**src/rtl/npc_bpred.sv**
```systemverilog
`default_nettype none
// ---------------------------------------------------------------------------
// npc_bpred : fetch PC register + direct-mapped BTB with 2-bit counters
// Rev 1.0
// ---------------------------------------------------------------------------
module npc_bpred #(
  parameter int                 ADDR_W   = 32,
  parameter int                 ENTRIES  = 16,
  parameter logic [ADDR_W-1:0]  RESET_PC = 32'h0000_3000,
  parameter int                 CNT_W    = 16
) (
  input  logic              clk,
  input  logic              rst,
  input  logic              stall,
  output logic [ADDR_W-1:0] pc,
  output logic              pred_taken,
  output logic [ADDR_W-1:0] pred_target,
  input  logic              upd_valid,
  input  logic              upd_is_branch,
  input  logic [ADDR_W-1:0] upd_pc,
  input  logic              upd_taken,
  input  logic [ADDR_W-1:0] upd_target,
  input  logic              upd_pred_taken,
  input  logic [ADDR_W-1:0] upd_pred_target,
  output logic              flush,
  output logic [CNT_W-1:0]  mispred_cnt
);

  localparam int IDX_W = $clog2(ENTRIES);
  localparam int TAG_W = ADDR_W - IDX_W - 2;

  logic [ENTRIES-1:0] valid;
  logic [TAG_W-1:0]   tag_mem    [ENTRIES];
  logic [ADDR_W-1:0]  target_mem [ENTRIES];
  logic [1:0]         cnt_mem    [ENTRIES];

  logic [IDX_W-1:0]  lk_idx;
  logic [TAG_W-1:0]  lk_tag;
  logic              lk_hit;
  logic [ADDR_W-1:0] pc_plus4;
  logic [IDX_W-1:0]  up_idx;
  logic [TAG_W-1:0]  up_tag;
  logic              up_hit;
  logic              up_br;
  logic              mis;

  assign lk_idx   = pc[IDX_W+1:2];
  assign lk_tag   = pc[ADDR_W-1:IDX_W+2];
  assign lk_hit   = valid[lk_idx] && (tag_mem[lk_idx] == lk_tag);
  assign pc_plus4 = pc + ADDR_W'(4);

  assign pred_taken  = lk_hit && cnt_mem[lk_idx][1];
  assign pred_target = pred_taken ? target_mem[lk_idx] : pc_plus4;

  assign up_idx = upd_pc[IDX_W+1:2];
  assign up_tag = upd_pc[ADDR_W-1:IDX_W+2];
  assign up_hit = valid[up_idx] && (tag_mem[up_idx] == up_tag);
  assign up_br  = upd_valid && upd_is_branch;

  assign mis   = up_br && ((upd_taken != upd_pred_taken) ||
                           (upd_taken && (upd_target != upd_pred_target)));
  assign flush = mis;

  // A redirect outranks a stall: the stalled fetch is on the wrong path anyway.
  always_ff @(posedge clk) begin
    if (rst)
      pc <= RESET_PC;
    else if (mis)
      pc <= upd_taken ? upd_target : (upd_pc + ADDR_W'(4));
    else if (!stall)
      pc <= pred_target;
  end

  always_ff @(posedge clk) begin
    if (rst)
      valid <= '0;
    else if (up_br && upd_taken && !up_hit)
      valid[up_idx] <= 1'b1;
  end

  // Payload arrays carry no reset; they are ignored while the entry is invalid.
  always_ff @(posedge clk) begin
    if (!rst && up_br) begin
      if (up_hit) begin
        if (upd_taken) begin
          if (cnt_mem[up_idx] != 2'b11)
            cnt_mem[up_idx] <= cnt_mem[up_idx] + 2'd1;
          target_mem[up_idx] <= upd_target;
        end else if (cnt_mem[up_idx] != 2'b00) begin
          cnt_mem[up_idx] <= cnt_mem[up_idx] - 2'd1;
        end
      end else if (upd_taken) begin
        tag_mem[up_idx]    <= up_tag;
        target_mem[up_idx] <= upd_target;
        cnt_mem[up_idx]    <= 2'b10;
      end
    end
  end

  always_ff @(posedge clk) begin
    if (rst)
      mispred_cnt <= '0;
    else if (mis && (mispred_cnt != {CNT_W{1'b1}}))
      mispred_cnt <= mispred_cnt + CNT_W'(1);
  end

endmodule
`default_nettype wire

```
**config.mk**
```make
export PLATFORM = sky130hd
export DESIGN_NAME = npc_bpred
export DESIGN_NICKNAME = d
export VERILOG_FILES = /design/src/rtl/npc_bpred.sv
export SDC_FILE = /design/constraint.sdc
export NUM_CORES = 1
export LEC_CHECK = 0
export BUFFER_PORTS_ARGS = -buffer_cell sky130_fd_sc_hd__buf_2
export CAP_MARGIN = 20
export CORE_MARGIN = 1
export CORE_UTILIZATION = 40
export DETAILED_ROUTE_END_ITERATION = 7
export PLACE_DENSITY = 0.52
export SLEW_MARGIN = 0
export SYNTH_ARGS = -nofsm -noshare
export SYNTH_HDL_FRONTEND = slang
export SYNTH_SLANG_ARGS = --single-unit
```
**constraint.sdc**
```tcl
create_clock -name clk -period 7.2 [get_ports clk]
set_clock_uncertainty 0.15 [all_clocks]
set_input_delay 0.72 -clock clk [delete_from_list [all_inputs] [get_ports clk]]
set_output_delay 0.72 -clock clk [all_outputs]
set_load 0.05 [all_outputs]
```
==> flow_metrics.py <==
metrics = {
    "status": {
        "status": "finished, final reports clean",
    },
    "layout": {
        "layout.cells.non_filler": 4338,
        "drive_gt1_share_pct": 31.80,
        "area_delta_synth_final_pct": 14.71,
        "nets": 2841,
    },
    "power_and_ir_drop": {
        "ir_drop_v": 0.0001788,
        "power.leakage_nw": 17.14,
        "power_density_nw_per_um2": 261.1,
    },
    "floorplanning": {
        "core_area_um2": 113000,
        "num_rows": 123,
        "die_x_um": 340.2,
        "ioPinCount": 185,
        "die_area_um2": 115800,
        "initial_core_util_pct": 40.51,
        "die_h_um": 340.2,
    },
    "drt": {
        "drc_errors": 0,
        "vias": 26800,
        "drtAntennaViolNets": 0,
        "wl_per_cell_um": 34.16,
        "drt_iter0_markers": 3115,
        "avgViaCountPerCell": 6.179,
        "routed_wl_um": 148200,
        "firstDrtPassIters": 7,
    },
    "setup_path": {
        "critPathMaxStageDelay_ns": 0.86,
        "cp.arrival_ns": 6.13,
        "startpoint_type": "register",
        "worstSetupEndpointType": "output port",
        "required_ns": 6.33,
        "path_cells": "buf_4, mux4_2, a22oi_1, nand3_1, xnor2_1, nand4b_1, or4_4, nor3_4, buf_4, mux2i_1, buf_2",
        "reg2reg_depth": 11,
        "cpMaxStageDelayCell": "dfxtp_4",
        "path_class": "register to output port",
        "cp_max_fo": 40,
        "crit_top_cell": "buf_4",
        "r2r_end": "pc[24]",
        "r2r_slack_ns": 1.72,
    },
    "global_routing": {
        "antenna_found_initial": 13,
        "grt_first_pass_wirelength_um": 210800,
        "grt_pass1_vias": 27380,
        "track_usage_pct": 25.79,
        "grt_start_max_net_pins": 61,
        "overflow": 0,
    },
    "sta": {
        "setup_viol": 0,
        "fin_crit_ns": 6.998,
        "fin_crit_sh_pct": 97.19,
        "worst_slack_ns": 0.2022,
        "worst_pin_slew_ns": 1.170,
        "setup_tns_ns": 0,
        "relSlewSlack_pct": 21.83,
        "maxSlewViolCount": 0,
        "hold_violations": 0,
        "rsz0062_at_grt": "no",
        "timing.fmax_mhz": 142.9,
    },
    "cts": {
        "cts.sinks": 1028,
        "cts.path.max_buffers": 3,
        "clkTransAtPathRegs_ns": 0.06,
        "cts.repair.resized": 0,
        "cts_tree": "yes",
        "cts_max_level": 3,
        "clkLatencyLatePin_ns": 0.73,
        "hold_buffers": 0,
        "cts_made_buffers": 109,
        "post-cts-setup-buffers": 0,
        "cts-root-buf": "clkbuf_16",
    },
    "worst_hold_path": {
        "worstHoldStart": "upd_pc[0]",
        "min_path_cells": 3,
        "min_to": "pc[0]",
        "worstHoldPathType": "input port to register",
    },
    "logic_synthesis": {
        "synth-async-reset-ratio_pct": 0,
        "ys_types": 65,
        "synth.area.top_cells": "edfxtp_1 (63%), mux4_2 (19%), dfxtp_1 (3.0%)",
        "yosys.area.top_type": "edfxtp_1",
        "ys.warnings.count": 0,
        "synth_nets": 2610,
        "synth-main-ff-cell": "edfxtp_1",
        "synth_cells": 2501,
        "synth_edf_count": 960,
        "yosysSeqAreaShare_pct": 65.97,
        "synth_top_cell_area_share_pct": 63.00,
        "syn_area_um2": 45760,
        "syn_avg_cell_area_um2": 18.30,
        "ys_seq_elements": 1028,
    },
    "placement": {
        "place.gp.congestion": 0.8562,
        "dp_hpwl_um": 94270,
        "dp_slack_ns": 0.9464,
        "port_buffers": 184,
        "dpl.cell_count": 4121,
    },
    "job": {
        "max_cap_violations": 0,
    },
}
==> registers in the layout, indices dropped and copies added, names as in the netlist, named ones only <==
signal	cells
tag_mem	416
cnt_mem	32
valid	16
target_mem	512
mispred_cnt	16
pc	32
==> cell usage after synthesis (all sizes together), types with 7 or more instances <==
cell and n:
or3 8, a221o 13, xor2 60, nor4 13, a21oi 25, nor3 25, o211ai 9, a21o 40
nor2 112, a211oi 7, nand3 65, and3 39, mux4 386, dfxtp 68, inv 12, and2 8
a22oi 8, nor2b 9, o21ai 34, buf 79, clkbuf 85, mux2 31, nand4 40, edfxtp 960
xnor2 85, a221oi 7, nand2 126, mux2i 79
==> cell families after synthesis <==
| group | count (synthesis) | synth area share, % |
|---|---|---|
| simple gates | 465 | 4.924 |
| compound gates | 184 | 2.887 |
| buf+inv | 177 | 1.750 |
| mux | 496 | 21.53 |
| xor+xnor | 145 | 2.775 |
| flops | 1028 | 65.97 |
| fa+ha+maj | 6 | 0.1640 |
==> worst max-delay path: cells and delay by family, from the launching register on <==
kind | cells | cell delay (ns)
compound gates | 1 | 0.21
xor+xnor | 1 | 0.54
buf+inv | 3 | 1.28
flops | 1 | 0.86
mux | 2 | 1.15
simple gates | 4 | 1.32
==> per-stage QoR <==
step                      utilization [%]  hold WS, ns  cell area, um2  power [mW]
after global placement              43.16       0.3068           48760       8.090
final                               46.47       0.1946           52490       13.70
after CTS                           46.45       0.1476           52470       13.80
after global routing                46.45       0.1925           52470       14.10
after detailed placement            43.23       0.3191           48840       8.098
after floorplan                         -       0.2881           45760       7.576
==> cell usage in the layout (no fill, tap or decap), types with 6 or more instances in the layout <==
master	n
edfxtp_1	960
mux4_2	381
buf_2	182
nand2_1	125
clkbuf_16	110
nor2_1	95
buf_4	94
xnor2_1	85
mux2i_1	79
nand3_1	65
dfxtp_1	64
xor2_1	60
nand4_1	40
a21o_1	40
o21ai_0	34
mux2_2	31
clkbuf_1	31
and3_1	27
a21oi_1	25
clkinv_1	24
nor3_1	23
nor2_4	16
clkinv_2	14
a221o_1	13
bufinv_16	13
and3_2	12
diode_2	11
nor4_1	11
inv_1	9
nor2b_1	9
o211ai_1	9
a22oi_1	8
or3_1	8
a221oi_1	7
a31oi_1	6
a211oi_1	6
ha_1	6
==> power by group <==
| group | internal, mW | switching [mW] |
|---|---|---|
| Sequential | 6.56 | 0.0842 |
| Clock | 3.31 | 2.42 |
| Combinational | 0.522 | 0.797 |
| Total | 10.4 | 3.30 |
==> how the worst max path moves through the flow <==
stage,slack (ns),end,cells past startpoint
finish,0.20,pred_target[8],11
global route,0.005,pred_target[24],11
detailed placement,0.95,pred_target[24],11
CTS,0.14,pred_target[24],11
floorplan,1.72,tag_mem[13][0],8
global placement,0.88,pred_target[24],11
==> layout make-up <==
type / instances / area (um2)
multi-input combinational: 1296 / 14940
clock inverter: 63 / 730.7
timing repair buffer: 284 / 1769
sequential: 1028 / 30200
clock buffer: 143 / 2897
antenna: 11 / 27.53
inverter: 13 / 50.05
fill: 9686 / 60470
tap: 1500 / 1877
==> metal layers <==
metal  global-route usage, %  vias to the layer above  wire, um
met4                   7.156                        6      3719
met1                   36.49                    14490     62270
met5                       0                        -        34
li1                        -                    10800         -
met3                   4.401                      209     11500
met2                   41.25                     1301     70670
(Power assumes the default switching activity.)
